===== src/rtl/ra_pkg.sv =====
// Shared definitions for the register-array micro-sequencer: op codes, FSM states
// and the bit layout of the 12-bit strobe vector.
package ra_pkg;

   typedef enum logic [2:0] {
      OP_NOP   = 3'd0,
      OP_LOAD  = 3'd1,
      OP_STORE = 3'd2,
      OP_MOV   = 3'd3,
      OP_MUL   = 3'd4,
      OP_DIV   = 3'd5,
      OP_SAVEF = 3'd6,
      OP_RESTF = 3'd7
   } op_t;

   typedef enum logic [1:0] {
      IDLE = 2'd0,
      PH1  = 2'd1,
      PH2  = 2'd2,
      DONE = 2'd3
   } state_t;

   // Strobe vector layout: {IDIV, IMUL, EF, IF, E[3:0], I[3:0]}
   localparam int STRB_W     = 12;
   localparam int STRB_I_LSB = 0;
   localparam int STRB_E_LSB = 4;
   localparam int STRB_IF    = 8;
   localparam int STRB_EF    = 9;
   localparam int STRB_IMUL  = 10;
   localparam int STRB_IDIV  = 11;

   // Number of strobe phases a command expands into (0, 1 or 2).
   function automatic logic [1:0] op_phases(op_t op, logic [1:0] src, logic [1:0] dst);
      logic [1:0] n;
      case (op)
         OP_NOP:  n = 2'd0;
         OP_MOV:  n = (src == dst) ? 2'd0 : 2'd2;
         default: n = 2'd1;
      endcase
      return n;
   endfunction

endpackage


===== src/rtl/ra_ctrl_if.sv =====
// Command channel from instruction decode into the register-array sequencer.
interface ra_ctrl_if;
   logic       cmd_valid;
   logic       cmd_ready;
   logic [2:0] cmd_op;
   logic [1:0] cmd_src;
   logic [1:0] cmd_dst;

   modport master (
      output cmd_valid, cmd_op, cmd_src, cmd_dst,
      input  cmd_ready
   );

   modport slave (
      input  cmd_valid, cmd_op, cmd_src, cmd_dst,
      output cmd_ready
   );
endinterface


===== src/rtl/ra_strobe_dec.sv =====
// Combinational map of (op, phase, src, dst) onto the 12-bit strobe vector.
// phase=0 selects the first strobe phase, phase=1 the second (MOV only).
module ra_strobe_dec
   import ra_pkg::*;
(
   input  op_t               op,
   input  logic              phase,
   input  logic [1:0]        src,
   input  logic [1:0]        dst,
   output logic [STRB_W-1:0] strb
);

   logic [3:0] src_oh;
   logic [3:0] dst_oh;

   genvar gi;
   generate
      for (gi = 0; gi < 4; gi++) begin : g_onehot
         assign src_oh[gi] = (src == 2'(gi));
         assign dst_oh[gi] = (dst == 2'(gi));
      end
   endgenerate

   always_comb begin
      strb = '0;
      case (op)
         OP_LOAD:  strb[STRB_I_LSB +: 4] = dst_oh;
         OP_STORE: strb[STRB_E_LSB +: 4] = src_oh;
         OP_MOV: begin
            // Read the source out first, then write it into the destination.
            if (phase) strb[STRB_I_LSB +: 4] = dst_oh;
            else       strb[STRB_E_LSB +: 4] = src_oh;
         end
         OP_MUL:   strb[STRB_IMUL] = 1'b1;
         OP_DIV:   strb[STRB_IDIV] = 1'b1;
         OP_SAVEF: strb[STRB_IF]   = 1'b1;
         OP_RESTF: strb[STRB_EF]   = 1'b1;
         default:  strb = '0;
      endcase
   end

endmodule


===== src/rtl/ra_ctrl.sv =====
// Register-array micro-sequencer: accepts one command per handshake and plays it
// out as one or two timed strobe phases, with all outputs registered.
module ra_ctrl
   import ra_pkg::*;
#(
   parameter int STROBE_CYCLES = 1
)
(
   input  logic       clk,
   input  logic       rst,
   ra_ctrl_if.slave   cmd,
   output logic [3:0] I,
   output logic [3:0] E,
   output logic       IF,
   output logic       EF,
   output logic       IMUL,
   output logic       IDIV,
   output logic       busy,
   output logic       done
);

   localparam int            CW       = $clog2(STROBE_CYCLES + 1);
   localparam logic [CW-1:0] CNT_LOAD = CW'(STROBE_CYCLES - 1);

   state_t            state_reg;
   logic [CW-1:0]     cnt_reg;
   op_t               op_reg;
   logic [1:0]        src_reg;
   logic [1:0]        dst_reg;
   logic              two_phase_reg;
   logic [STRB_W-1:0] strobe_reg;
   logic              busy_reg;
   logic              done_reg;
   logic              ready_reg;

   logic              accept;
   logic              in_phase;
   logic [1:0]        new_phases;
   op_t               dec_op;
   logic [1:0]        dec_src;
   logic [1:0]        dec_dst;
   logic              dec_phase;
   logic [STRB_W-1:0] dec_strb;

   assign accept     = cmd.cmd_valid && ready_reg;
   assign in_phase   = (state_reg == PH1) || (state_reg == PH2);
   assign new_phases = op_phases(op_t'(cmd.cmd_op), cmd.cmd_src, cmd.cmd_dst);

   // While idle the decoder looks at the incoming command so its first strobe
   // can be registered on the accept edge; during a phase it looks at the latch.
   assign dec_op    = in_phase ? op_reg  : op_t'(cmd.cmd_op);
   assign dec_src   = in_phase ? src_reg : cmd.cmd_src;
   assign dec_dst   = in_phase ? dst_reg : cmd.cmd_dst;
   assign dec_phase = (state_reg == PH1);

   ra_strobe_dec u_dec (
      .op    (dec_op),
      .phase (dec_phase),
      .src   (dec_src),
      .dst   (dec_dst),
      .strb  (dec_strb)
   );

   always_ff @(posedge clk or negedge rst) begin
      if (!rst) begin
         state_reg     <= IDLE;
         cnt_reg       <= '0;
         op_reg        <= OP_NOP;
         src_reg       <= '0;
         dst_reg       <= '0;
         two_phase_reg <= 1'b0;
         strobe_reg    <= '0;
         busy_reg      <= 1'b0;
         done_reg      <= 1'b0;
         ready_reg     <= 1'b0;
      end else begin
         done_reg <= 1'b0;
         case (state_reg)
            IDLE, DONE: begin
               if (accept) begin
                  op_reg        <= op_t'(cmd.cmd_op);
                  src_reg       <= cmd.cmd_src;
                  dst_reg       <= cmd.cmd_dst;
                  two_phase_reg <= (new_phases == 2'd2);
                  if (new_phases == 2'd0) begin
                     state_reg  <= DONE;
                     done_reg   <= 1'b1;
                     ready_reg  <= 1'b1;
                     strobe_reg <= '0;
                     busy_reg   <= 1'b0;
                  end else begin
                     state_reg  <= PH1;
                     cnt_reg    <= CNT_LOAD;
                     strobe_reg <= dec_strb;
                     busy_reg   <= 1'b1;
                     ready_reg  <= 1'b0;
                  end
               end else begin
                  state_reg  <= IDLE;
                  ready_reg  <= 1'b1;
                  strobe_reg <= '0;
                  busy_reg   <= 1'b0;
               end
            end

            PH1: begin
               if (cnt_reg == '0) begin
                  if (two_phase_reg) begin
                     // Swap strobes on the same edge: no gap, no overlap.
                     state_reg  <= PH2;
                     cnt_reg    <= CNT_LOAD;
                     strobe_reg <= dec_strb;
                  end else begin
                     state_reg  <= DONE;
                     done_reg   <= 1'b1;
                     ready_reg  <= 1'b1;
                     strobe_reg <= '0;
                     busy_reg   <= 1'b0;
                  end
               end else begin
                  cnt_reg <= cnt_reg - CW'(1);
               end
            end

            PH2: begin
               if (cnt_reg == '0) begin
                  state_reg  <= DONE;
                  done_reg   <= 1'b1;
                  ready_reg  <= 1'b1;
                  strobe_reg <= '0;
                  busy_reg   <= 1'b0;
               end else begin
                  cnt_reg <= cnt_reg - CW'(1);
               end
            end

            default: begin
               state_reg  <= IDLE;
               strobe_reg <= '0;
               busy_reg   <= 1'b0;
               ready_reg  <= 1'b0;
            end
         endcase
      end
   end

   assign cmd.cmd_ready = ready_reg;
   assign I    = strobe_reg[STRB_I_LSB +: 4];
   assign E    = strobe_reg[STRB_E_LSB +: 4];
   assign IF   = strobe_reg[STRB_IF];
   assign EF   = strobe_reg[STRB_EF];
   assign IMUL = strobe_reg[STRB_IMUL];
   assign IDIV = strobe_reg[STRB_IDIV];
   assign busy = busy_reg;
   assign done = done_reg;

endmodule


===== src/flat_wrapper.sv =====
// flat-port wrapper written by rule: the top's interface ports become plain ports
module ra_ctrl_flat import ra_pkg::*;
#(
   parameter int STROBE_CYCLES = 1
)
  (clk, rst, I, E, IF, EF, IMUL, IDIV, busy, done, cmd_cmd_valid, cmd_cmd_op, cmd_cmd_src, cmd_cmd_dst, cmd_cmd_ready);
  ra_ctrl_if cmd_i ();
  input  logic clk;
  input  logic rst;
  output logic [3:0] I;
  output logic [3:0] E;
  output logic IF;
  output logic EF;
  output logic IMUL;
  output logic IDIV;
  output logic busy;
  output logic done;
  input wire logic [$bits(cmd_i.cmd_valid)-1:0] cmd_cmd_valid;
  input wire logic [$bits(cmd_i.cmd_op)-1:0] cmd_cmd_op;
  input wire logic [$bits(cmd_i.cmd_src)-1:0] cmd_cmd_src;
  input wire logic [$bits(cmd_i.cmd_dst)-1:0] cmd_cmd_dst;
  output wire logic [$bits(cmd_i.cmd_ready)-1:0] cmd_cmd_ready;
  assign cmd_i.cmd_valid = cmd_cmd_valid;
  assign cmd_i.cmd_op = cmd_cmd_op;
  assign cmd_i.cmd_src = cmd_cmd_src;
  assign cmd_i.cmd_dst = cmd_cmd_dst;
  assign cmd_cmd_ready = cmd_i.cmd_ready;
  ra_ctrl #(.STROBE_CYCLES(STROBE_CYCLES)) u_core (.clk(clk), .rst(rst), .cmd(cmd_i), .I(I), .E(E), .IF(IF), .EF(EF), .IMUL(IMUL), .IDIV(IDIV), .busy(busy), .done(done));
endmodule

===== config.mk =====
export PLATFORM = sky130hd
export DESIGN_NAME = ra_ctrl_flat
export DESIGN_NICKNAME = d
export VERILOG_FILES = /design/src/rtl/ra_pkg.sv /design/src/rtl/ra_ctrl_if.sv /design/src/rtl/ra_strobe_dec.sv /design/src/rtl/ra_ctrl.sv /design/src/flat_wrapper.sv
export SDC_FILE = /design/constraint.sdc
export NUM_CORES = 1
export LEC_CHECK = 0
export CAP_MARGIN = 10
export CORE_MARGIN = 2
export CORE_UTILIZATION = 50
export DETAILED_ROUTE_END_ITERATION = 8
export HOLD_SLACK_MARGIN = 0.15
export PLACE_DENSITY = 0.87
export SYNTH_ARGS = -nofsm -noshare
export SYNTH_HDL_FRONTEND = slang
export SYNTH_SLANG_ARGS = --single-unit

===== constraint.sdc =====
create_clock -name clk -period 2.66 [get_ports clk]
set_clock_uncertainty 0.05 [all_clocks]
set_input_delay 0.532 -clock clk [delete_from_list [all_inputs] [get_ports clk]]
set_output_delay 0.532 -clock clk [all_outputs]
set_load 0.05 [all_outputs]

After elaboration in Yosys (flattened, before gate mapping)
Index checks and enable logic that the tools add are counted.
{"block": "word_totals", "register_bits": 26, "output_inout_bits": 15}
{"block": "classes", "addsub": 1, "eq_ne": 24, "mux": 46, "reduce_logical": 13}
{"cell": "$mux 12", "n": 5}
{"cell": "$pmux 12 s3", "n": 1}
{"cell": "$mux 1", "n": 22}
{"cell": "$pmux 4 s2", "n": 2}
{"cell": "$eq 2x2->1 const B", "n": 7}
{"cell": "$mux 2", "n": 7}
{"cell": "$eq 3x3->1 const B", "n": 4}
{"cell": "$eq 3x2->1 const B", "n": 3}
{"cell": "$pmux 1 s3", "n": 3}
{"cell": "$logic_not 2->1", "n": 4}
{"cell": "$mux 4", "n": 2}
{"cell": "$ne 2x2->1 const B", "n": 4}
{"cell": "$eq 2x1->1 const B", "n": 3}
{"cell": "$pmux 2 s3", "n": 1}
{"cell": "$reduce_and 2->1", "n": 3}
{"cell": "$pmux 2 s2", "n": 1}
{"cell": "$reduce_or 2->1", "n": 2}
{"cell": "$eq 3x1->1 const B", "n": 1}
{"cell": "$logic_not 3->1", "n": 1}
{"cell": "$mux 3", "n": 1}
{"cell": "$reduce_and 3->1", "n": 1}
{"cell": "$eq 2x2->1", "n": 1}
{"cell": "$ne 2x1->1 const B", "n": 1}
{"cell": "$pmux 1 s2", "n": 1}
{"cell": "3 further kinds", "n": 3}

Depth between registers and ports, before layout
Gate-level depths: netlist of the first run.
{"block": "logic_depth", "depth_word": 9, "mapped_depth": 8, "mapped_depth_nobuf": 6}

Modules after synthesis
A second synthesis of the first run with hierarchy kept.
{"block": "hier_totals", "cells_unflattened": 100, "area_unflattened_um2": 1360.1}
{"module": "ra_ctrl", "instances": 1, "cells_each": 81, "area_each_um2": 1157.4, "seq_area_each_um2": 625.6}
{"module": "ra_strobe_dec", "instances": 1, "cells_each": 19, "area_each_um2": 202.7, "seq_area_each_um2": 0.0}

Worst setup path before layout of the first run
No wires, ideal clock.
{"block": "synth_path", "path_kind": "reg-to-reg", "from": "register u_core.state_reg[0]", "to": "register u_core.strobe_reg[2]", "arrival_time_ns": 1.459, "required_time_ns": 2.475, "setup_slack_ns": 1.016, "stages_incl_launch_ff": 8, "n_path_buf": 1, "cell_sequence": "dfrtp_1 inv_1 ha_1 buf_6 nand2b_2 and2_1 o22ai_1 nor4b_1"}
{"block": "synth_via", "elab_chain_cells": 9}
{"item": "start, declared", "line_no": "ra_ctrl.sv:25", "rtl": "state_t state_reg;"}
{"item": "start signal, assigned", "line_no": "ra_ctrl.sv:66", "rtl": "state_reg <= IDLE;"}
{"item": "start signal, assigned", "line_no": "ra_ctrl.sv:86", "rtl": "state_reg <= DONE;"}
{"item": "start signal, assigned", "line_no": "ra_ctrl.sv:92", "rtl": "state_reg <= PH1;"}
{"item": "$eq 2x1->1 / $eq 2x2->1 (equally long branches)", "line_no": "ra_ctrl.sv:46, ra_ctrl.sv:54, ra_ctrl.sv:78"}
{"item": "$logic_or 1x1->1", "line_no": "ra_ctrl.sv:46", "rtl": "assign in_phase = (state_reg == PH1) || (state_reg == PH2);"}
{"item": "$mux 2", "line_no": "ra_ctrl.sv:53", "rtl": "assign dec_dst = in_phase ? dst_reg : cmd.cmd_dst;"}
{"item": "$eq 2x2->1", "line_no": "ra_strobe_dec.sv:20", "rtl": "assign dst_oh[gi] = (dst == 2'(gi));"}
{"item": "$mux 4", "line_no": "ra_strobe_dec.sv:31", "rtl": "if (phase) strb[STRB_I_LSB +: 4] = dst_oh;"}
{"item": "$pmux 4 s2", "line_no": "ra_strobe_dec.sv:26", "rtl": "case (op)"}
{"item": "$mux 12, on equally long branches", "line_no": "ra_ctrl.sv:108, ra_ctrl.sv:85"}
{"item": "$mux 12, on equally long branches", "line_no": "ra_ctrl.sv:107, ra_ctrl.sv:80"}
{"item": "$pmux 12 s3", "line_no": "ra_ctrl.sv:78", "rtl": "case (state_reg)"}
{"item": "end signal, assigned", "line_no": "ra_ctrl.sv:94", "rtl": "strobe_reg <= dec_strb;"}
{"item": "end signal, assigned", "line_no": "ra_ctrl.sv:112", "rtl": "strobe_reg <= dec_strb;"}
{"item": "end, declared", "line_no": "ra_ctrl.sv:31", "rtl": "logic [STRB_W-1:0] strobe_reg;"}
Parallel ways exist; a longest one is shown, timed or not. The select of a mux whose other input is x is not followed.
A chain may end at the register's enable or synchronous reset.

Worst setup path after layout of the first run
{"block": "layout_path", "from": "register u_core.state_reg[0]", "to": "register u_core.strobe_reg[1]"}
{"block": "layout_via", "elab_chain_cells": 9}
{"item": "$eq 2x1->1 / $eq 2x2->1 (equally long branches)", "line_no": "ra_ctrl.sv:46, ra_ctrl.sv:54, ra_ctrl.sv:78"}
{"item": "$logic_or 1x1->1", "line_no": "ra_ctrl.sv:46"}
{"item": "$mux 2", "line_no": "ra_ctrl.sv:53"}
{"item": "$eq 2x1->1", "line_no": "ra_strobe_dec.sv:20"}
{"item": "$mux 4", "line_no": "ra_strobe_dec.sv:31"}
{"item": "$pmux 4 s2", "line_no": "ra_strobe_dec.sv:26"}
{"item": "$mux 12, on equally long branches", "line_no": "ra_ctrl.sv:108, ra_ctrl.sv:85"}
{"item": "$mux 12, on equally long branches", "line_no": "ra_ctrl.sv:107, ra_ctrl.sv:80"}
{"item": "$pmux 12 s3", "line_no": "ra_ctrl.sv:78"}
Parallel ways exist; a longest one is shown, timed or not. The select of a mux whose other input is x is not followed.

==> impl_metrics.env, run 1 <==
export IMPL_run_status="complete, no violations"
export IMPL_maxSlewHeadroom_pct=58.8
export IMPL_hp_class="reg2reg"
export IMPL_syn_inst=111
export IMPL_avgSynthCellArea_sq_um=10.5
export IMPL_worst_pin_slew_ns=0.618
export IMPL_dp_cells=160
export IMPL_dieWidth_um=52.3
export IMPL_power_density_nw_per_um2=1160
export IMPL_netlist_area_sq_um=1170
export IMPL_start_util_pct=52.8
export IMPL_grt_pass1_vias=803
export IMPL_cts_sinks=25
export IMPL_post_cts_setup_buffers=0
export IMPL_cts_max_level=1
export IMPL_antennaDiodeCount=0
export IMPL_final_core_util_pct=65.0
export IMPL_worst_r2r_endpoint="u_core.strobe_reg[1]"
export IMPL_syn_num_nets=123
export IMPL_synth_cell_types=31
export IMPL_vias=884
export IMPL_worstReg2RegStart="u_core.state_reg[0]"
export IMPL_cts_buffers=3
export IMPL_io_pins=25
export IMPL_rsz0062_at_grt="no"
export IMPL_synth_edff_count=0
export IMPL_grt_util_all_layers_pct=18.6
export IMPL_cts_repair_resize_count=0
export IMPL_core_region_area_sq_um=2210
export IMPL_ys_top_cells_by_area="dfrtp_1 54%, nand2_1 9.6%, mux2i_1 4.3%, buf_6 2.9%, mux2_2 2.9%"
export IMPL_die_area_sq_um=2740
export IMPL_remaining_drc_errors=0
export IMPL_cts_hold_buf=0
export IMPL_routed_wl_um=2170
export IMPL_max_clock_path_buffers=2
export IMPL_synthFlopType="dfrtp_1"
export IMPL_yosys_top_cells_count="30 x nand2_1, 25 x dfrtp_1, 5 x mux2i_1, 5 x nor3_1, 5 x nor4_1"
export IMPL_worstSetupEndpointType="flop"
export IMPL_finalHoldViolations=0
export IMPL_largest_reg_flops=12
export IMPL_vias_per_cell=5.39
export IMPL_ys_ff_latch=25
export IMPL_drt_iter0_markers=16
export IMPL_fin_crit_ns=2.33
export IMPL_r2r_setup_slack_ns=0.33
export IMPL_overflow=0
export IMPL_cp_max_fo=19
export IMPL_setup_violations=0
export IMPL_num_nets_final=149
export IMPL_critPathRequiredTime_ns=2.80
export IMPL_hp_start="u_core.dst_reg[0]"
export IMPL_cts_tree="done"
export IMPL_stdcell_count=164
export IMPL_row_count=17
export IMPL_grt_max_degree=26
export IMPL_yosysMostFrequentCell="nand2_1"
export IMPL_drive_above_1_share_pct=6.62
export IMPL_drt_pass1_iter_count=5
export IMPL_place_area_sq_um=1410
export IMPL_clock_root_buffer="clkbuf_4"
export IMPL_dp_hpwl_um=1630
export IMPL_cap_violations=0
export IMPL_gp_congestion=0.839
export IMPL_clkSlewWorstSetupHoldPaths_ns=0.13
export IMPL_hold_path_cell_count=2
export IMPL_max_freq_ghz=0.429
export IMPL_worstSkewPairLatency_ns=0.30
export IMPL_final_setup_tns_ns=0
export IMPL_antenna_found_initial=0
export IMPL_crit_arrival_ns=2.47
export IMPL_fin_crit_sh_pct=87.6
export IMPL_async_reset_ff_share_pct=100
export IMPL_ir_drop_mv=0.707
export IMPL_path_class="reg2reg"
export IMPL_fin_area_sq_um=1440
export IMPL_port_buffer_count=24
export IMPL_ys_seq_area_share_pct=53.5
export IMPL_grt_pass1_wl_um=3690
export IMPL_worst_r2r_path_depth=5
export IMPL_die_h_um=52.3
export IMPL_syn_to_final_growth_pct=23.1
export IMPL_cp_start_kind="flop"
export IMPL_slew_violations=0
export IMPL_wire_per_inst_um=13.2
export IMPL_leakage_nw=0.654
export IMPL_yosysWarnings=0
export IMPL_synth_top_area_share_pct=53.5
export IMPL_synth_largest_area_cell="dfrtp_1"
export IMPL_hold_end="u_core.dst_reg[0]"
export IMPL_ant_nets=0
-- power breakdown --
part	switching (mW)	total, mW	internal [mW]
clock network	0.102	0.160	0.0584
registers	0.0771	0.575	0.498
logic	0.585	0.935	0.350
total	0.764	1.67	0.906
-- metal layers --
metal  global-route usage [%]  routed length, um  vias to the layer above
met5                        0                  0                        -
met4                     6.41                 17                        0
met3                     2.57                 90                        2
met2                     29.4               1090                       24
met1                     26.1                970                      425
li1                         -                  -                      433
-- worst max-delay path by stage --
stage / start / cells after the start / end
after global routing: u_core.state_reg[0] / 5 / u_core.strobe_reg[1]
after global placement: u_core.state_reg[0] / 5 / u_core.strobe_reg[1]
after detailed placement: u_core.state_reg[0] / 5 / u_core.strobe_reg[1]
after CTS: u_core.state_reg[0] / 5 / u_core.strobe_reg[1]
final: u_core.state_reg[0] / 5 / u_core.strobe_reg[1]
after floorplan: u_core.state_reg[0] / 7 / u_core.strobe_reg[2]
-- per-stage QoR --
stage	power [mW]	setup WS [ns]	hold slack [ns]
final	1.67	0.331	0.451
after global routing	1.80	0.104	0.486
after CTS	1.67	0.335	0.454
after detailed placement	1.51	0.375	0.424
after global placement	1.47	0.562	0.414
after floorplan	1.35	1.02	0.186
-- cell families (layout without fill, tap and decap cells) --
| logic type | Yosys count | after routing | share of synthesized area [%] |
|---|---|---|---|
| and+or+nand+nor | 57 | 57 | 24.1 |
| DFF | 25 | 25 | 53.5 |
| AOI/OAI and AO/OA | 11 | 11 | 7.60 |
| muxes | 8 | 8 | 7.17 |
| buffers and inverters | 6 | 31 | 3.96 |
| adders and majority gates | 2 | 2 | 2.14 |
| xor gates and xnor gates | 2 | 2 | 1.50 |
-- critical path, cell delays in order, from the launching register on --
cell	delay, ns
dfrtp_1	0.37
inv_1	0.05
ha_1	0.68
and3_1	0.49
a31oi_4	0.20
nor4b_1	0.38
-- cell type report --
cell class	instances	area [sq um]
inverter	2	7.51
sequential	25	626
multi-input combinational	80	497
timing repair buffer	25	248
fill	175	773
tap	28	35.0
clock buffer	4	26.3
-- placed cells by master (no fill, tap or decap), drive strengths merged, types with 3 or more instances in the layout --
| cell type | Yosys | routed |
|---|---|---|
| nand2 | 30 | 30 |
| nor3 | 5 | 5 |
| clkbuf | 0 | 4 |
| nor4 | 5 | 5 |
| dfrtp | 25 | 25 |
| clkdlybuf4s50 | 0 | 24 |
| nor2 | 3 | 3 |
| mux2 | 3 | 3 |
| mux2i | 5 | 5 |
Note: power is estimated with default switching activity, not from simulation.
==> run 2: changes to the inputs <==
Settings changed: PLACE_DENSITY 0.87 to 0.9.
==> run 2 against run 1 <==
  * Die area unchanged
  * Critical path depth unchanged
  * Utilization up 0.057 points
  * Final area about the same
  * Critical endpoint is now u_core.strobe_reg[2]
  * Highest routed layer unchanged
==> impl_metrics.env, run 2 (synthesis gave the netlist of run 1 again) <==
export IMPL_cp_start_kind="flop"
export IMPL_cp_slowest_cell="ha_1"
export IMPL_dp_hpwl_um=1580
export IMPL_worstReg2RegStart="u_core.state_reg[0]"
export IMPL_p_sw_share_pct=46.0
export IMPL_row_count=17
export IMPL_final_setup_tns_ns=0
export IMPL_worstSetupEndpointType="flop"
export IMPL_seq_power_share_pct=34.3
export IMPL_vias=883
export IMPL_remaining_drc_errors=0
export IMPL_post_place_ws_ns=0.412
export IMPL_rsz0062_at_grt="no"
export IMPL_post_cts_setup_buffers=0
export IMPL_grt_util_all_layers_pct=17.4
export IMPL_slew_violations=0
export IMPL_cts_sinks=25
export IMPL_grt_pass1_vias=804
export IMPL_wire_per_inst_um=12.8
export IMPL_fin_crit_sh_pct=87.2
export IMPL_hp_class="reg2reg"
export IMPL_die_area_sq_um=2740
export IMPL_hold_slack_ns=0.448
export IMPL_num_nets_final=149
export IMPL_largest_reg_flops=12
export IMPL_cp_max_fo=19
export IMPL_critPathRequiredTime_ns=2.81
export IMPL_worstPathCellList="inv_1, ha_1, and3_1, a31oi_4, nor4b_1"
export IMPL_place_area_sq_um=1410
export IMPL_cts_max_level=1
export IMPL_dieWidth_um=52.3
export IMPL_cts_tree="done"
export IMPL_worstSkewPairLatency_ns=0.31
export IMPL_die_h_um=52.3
export IMPL_gp_congestion=0.837
export IMPL_run_status="complete, no violations"
export IMPL_grt_pass1_wl_um=3450
export IMPL_crit_arrival_ns=2.47
export IMPL_pwr_share_clk_pct=9.8
export IMPL_layout_commonest_cell="nand2_1"
export IMPL_fin_crit_ns=2.32
export IMPL_cts_buffers=3
export IMPL_path_class="reg2reg"
export IMPL_fin_ws_ns=0.342
export IMPL_worst_pin_slew_ns=0.623
export IMPL_vias_per_cell=5.38
export IMPL_power_density_nw_per_um2=1160
export IMPL_io_pins=25
export IMPL_drt_pass1_iter_count=4
export IMPL_p_sw_mw=0.769
export IMPL_hp_start="u_core.dst_reg[0]"
export IMPL_leakage_nw=0.656
export IMPL_finalHoldViolations=0
export IMPL_cp_startpoint="u_core.state_reg[0]"
export IMPL_antenna_found_initial=0
export IMPL_ir_drop_mv=0.739
export IMPL_max_freq_ghz=0.431
export IMPL_setup_violations=0
export IMPL_port_buffer_count=24
export IMPL_drt_iter0_markers=22
export IMPL_fin_area_sq_um=1440
export IMPL_routed_wl_um=2090
export IMPL_clock_root_buffer="clkbuf_4"
export IMPL_cts_hold_buf=0
export IMPL_syn_to_final_growth_pct=23.2
export IMPL_cts_repair_resize_count=0
export IMPL_start_util_pct=52.8
export IMPL_maxSlewHeadroom_pct=58.5
export IMPL_clkSlewWorstSetupHoldPaths_ns=0.13
export IMPL_overflow=0
export IMPL_pwr_share_comb_pct=55.9
export IMPL_ant_nets=0
export IMPL_drive_above_1_share_pct=7.35
export IMPL_core_region_area_sq_um=2210
export IMPL_grt_max_degree=26
export IMPL_cp_slowest_stage_delay_ns=0.68
export IMPL_max_clock_path_buffers=2
export IMPL_layout_common_cells="30 x nand2_1, 25 x dfrtp_1, 24 x clkdlybuf4s50_1"
export IMPL_internal_power_mw=0.904
export IMPL_cap_violations=0
export IMPL_antennaDiodeCount=0
[run 2: worst paths after layout]
kind | endpoint | slack (ns) | cells past startpoint
min in group asynchronous | u_core.src_reg[0] | 0.51 | 2
hold reg to reg | u_core.dst_reg[0] | 0.45 | 2
hold / removal | u_core.dst_reg[0] | 0.45 | 2
setup reg to reg | u_core.strobe_reg[2] | 0.34 | 5
max in group asynchronous | u_core.strobe_reg[8] | 1.81 | 2
setup / recovery | u_core.strobe_reg[2] | 0.34 | 5
[run 2: power by group through the flow]
stage                     logic, mW  registers, mW  clock network, mW
after floorplan               0.632          0.720                  0
after global placement        0.895          0.573                  0
after detailed placement      0.929          0.581                  0
after CTS                     0.933          0.572              0.168
after global routing           1.02          0.587              0.182
final                         0.936          0.574              0.164
[run 2: metrics by stage]
stage	power (mW)	std cells	util (%)
3_5_place_dp	1.51	160	63.9
2_1_floorplan	1.35	111	-
6_report	1.67	164	65.1
5_1_grt	1.79	164	65.1
4_1_cts	1.67	164	65.1
3_3_place_gp	1.47	160	63.9
[run 2: worst max-delay path, delay by kind of cell (launching register included)]
kind	cells	cell delay (ns)
buf+inv	1	0.05
simple gates	2	0.86
flops	1	0.38
compound gates	1	0.20
fa+ha+maj	1	0.68
[run 2: area by class of cell]
type / count / area (sq um)
clock buffers: 3 / 22.5
inverters: 2 / 7.51
well taps: 28 / 35.0
repair buffers: 25 / 248
clock inverters: 1 / 5.00
fillers: 182 / 772
multi-input cells: 80 / 497
flip-flops and latches: 25 / 626
[run 2: per-layer routing]
| layer | up-vias | GRT usage (%) | wire [um] |
|---|---|---|---|
| li1 | 434 | - | - |
| met1 | 417 | 22.1 | 893 |
| met2 | 28 | 29.6 | 1060 |
| met3 | 4 | 2.57 | 128 |
| met4 | 0 | 6.84 | 12 |
| met5 | - | 0 | 0 |
==> RTL change, RTL diff (config.mk and constraints of run 1) <==
The package constant `STRB_IDIV` goes from 11 to 5.
--- a/src/rtl/ra_pkg.sv
+++ b/src/rtl/ra_pkg.sv
@@ -27,7 +27,7 @@
    localparam int STRB_IF    = 8;
    localparam int STRB_EF    = 9;
    localparam int STRB_IMUL  = 10;
-   localparam int STRB_IDIV  = 11;
+   localparam int STRB_IDIV  = 5;
 
    // Number of strobe phases a command expands into (0, 1 or 2).
    function automatic logic [1:0] op_phases(op_t op, logic [1:0] src, logic [1:0] dst);
Formal check against the unedited RTL: not equivalent (Yosys sat finds a counterexample within 4 cycles, from zero or initial values and one cycle with rst low).
==> RTL change against run 1 <==
Final area rose by 8.0%; clock power rose by 67%; wire length grew 22%; critical path depth stayed put; sequential cell count is 1 lower; first-iteration DRC count fell by 6.3%; fmax grew 0.54%; area after synthesis grew 5.4%; power increased by 14%; worst setup slack better by 0.012 ns; sequential share of layout area fell by 4.8 points; hold slack gained 0.034 ns; critical path type unchanged; highest routed layer unchanged.
==> RTL change: results (changes against run 1) <==
| Parameter | This run | vs run 1 |
| --- | --- | --- |
| Relative slew margins | 58.22% | -0.61 points |
| Most instantiated cells after synthesis | sky130_fd_sc_hd__dfrtp_1 (24), sky130_fd_sc_hd__nand2_1 (14), sky130_fd_sc_hd__o21ai_0 (13) |  |
| Largest delay contributor family on the critical path | adder cells |  |
| Number of iterations in the first detailed-routing pass | 4 | -1 |
| Net count of the mapped netlist | 134 | +8.9% |
| Clock latency reported for the late side of the worst-skew pair | 0.32 ns | +0.02 ns |
| Via count | 1032 | +17% |
| Number of global-route vias before repair | 988 | +23% |
| RR Endpoint | u_core.two_phase_reg |  |
| Largest net degree at the start of global routing | 25 | -3.8% |
| GP Congestion | 0.8134 | -3.1% |
| Leakage power total | 0.6733 nW | +3.0% |
| Share of the yosys chip area belonging to registers | 48.78% | -4.8 points |
| Critical path peak fanout | 21 | +2 |
| Post-layout net count | 161 | +8.1% |
| Detailed-placement wirelength estimate | 1956 um | +20% |
| Cell variety after synth | 36 | +16% |
| Part of the total power dissipated in the clock network | 14.1% | +4.5 points |
| Cell Pwr Density | 1221 mW/mm^2 | +5.2% |
| Peak supply drop | 0.9101 mV | +29% |
| Net switching component of the power | 855.2 uW | +12% |
| GRT Resource Usage Total | 20.87% | +2.3 points |
| Worst hold path startpoint | u_core.busy |  |
| Worst endpoint data arrival time | 2.54 ns | +0.07 ns |
| Initial detailed-routing violation count | 15 | -1 |
| Ranking of synthesized cells by area | sky130_fd_sc_hd__dfrtp_1 (49%), sky130_fd_sc_hd__o21ai_0 (5.3%), sky130_fd_sc_hd__nand2_1 (4.3%) |  |
| Run status | completed |  |
| Number of flip-flops in the largest register | 11 | -1 |
| Overall routed net length | 2656 um | +22% |
| Fill cell count | 176 | +0.57% |
## RTL change: cell types whose count changed in the layout (fill, tap and decap cells not counted), moves of 3 or more
cell and change:
sky130_fd_sc_hd__nor2_1 +7, sky130_fd_sc_hd__inv_1 +5, sky130_fd_sc_hd__nand3_1 +3, sky130_fd_sc_hd__nand2b_1 +3, sky130_fd_sc_hd__nor3_1 -3, sky130_fd_sc_hd__o21ai_0 +11
sky130_fd_sc_hd__nand2_1 -16, sky130_fd_sc_hd__mux2i_1 -3, sky130_fd_sc_hd__nor4_1 -5, sky130_fd_sc_hd__nor3b_2 +4
## RTL change: worst max-delay path by stage
stage | cells past startpoint | endpoint | start | slack (ns)
finish | 5 | u_core.two_phase_reg | u_core.state_reg[0] | 0.34
floorplan | 6 | u_core.strobe_reg[0] | u_core.state_reg[0] | 0.96
global placement | 5 | u_core.strobe_reg[3] | cmd_cmd_dst[1] | 0.50
CTS | 5 | u_core.two_phase_reg | u_core.state_reg[0] | 0.40
global route | 5 | u_core.two_phase_reg | u_core.state_reg[0] | 0.25
detailed placement | 5 | u_core.strobe_reg[2] | cmd_cmd_dst[1] | 0.37
## RTL change: logic make-up (layout without fill, tap and decap cells)
family | Yosys count | count (layout) | synth area share, %
buffers and inverters | 12 | 38 | 4.370
multiplexers | 5 | 5 | 4.370
XOR/XNOR | 2 | 2 | 1.423
AO/OA/AOI/OAI | 28 | 28 | 16.67
adder cells (fa/ha/maj) | 2 | 2 | 2.032
flip-flops | 24 | 24 | 48.78
AND/OR/NAND/NOR | 49 | 49 | 22.36
## RTL change: metrics by stage
step	area, sq um	hold slack, ns	cells	setup slack [ns]
after floorplan	1231	0.1864	122	0.9631
after global placement	1501	0.4545	172	0.4966
after detailed placement	1501	0.4546	172	0.3741
after CTS	1554	0.4861	176	0.3965
after global routing	1554	0.5106	176	0.2519
final	1554	0.4850	176	0.3433
## RTL change: metal layers
layer	GRT usage, %	routed length [um]	vias up	part of all wire [%]
li1	-	-	483	-
met1	26.12	1058	510	40
met2	37.04	1434	37	54
met3	2.500	156	2	5.9
met4	7.265	7	0	0.26
met5	0	0	-	0
## RTL change: worst min-delay path: stages, from the launching register on
cell	delay (ns)
sky130_fd_sc_hd__dfrtp_1	0.37
sky130_fd_sc_hd__nand3_1	0.07
sky130_fd_sc_hd__nand2_1	0.07
## RTL change: cell type report
| cell class | instances | share of cell area, % |
|---|---|---|
| well taps | 28 | 2.254 |
| flip-flops and latches | 24 | 38.65 |
| multi-input cells | 86 | 37.12 |
| clock inverters | 1 | 1.932 |
| clock buffers | 3 | 1.449 |
| repair buffers | 27 | 16.91 |
| inverters | 7 | 1.691 |
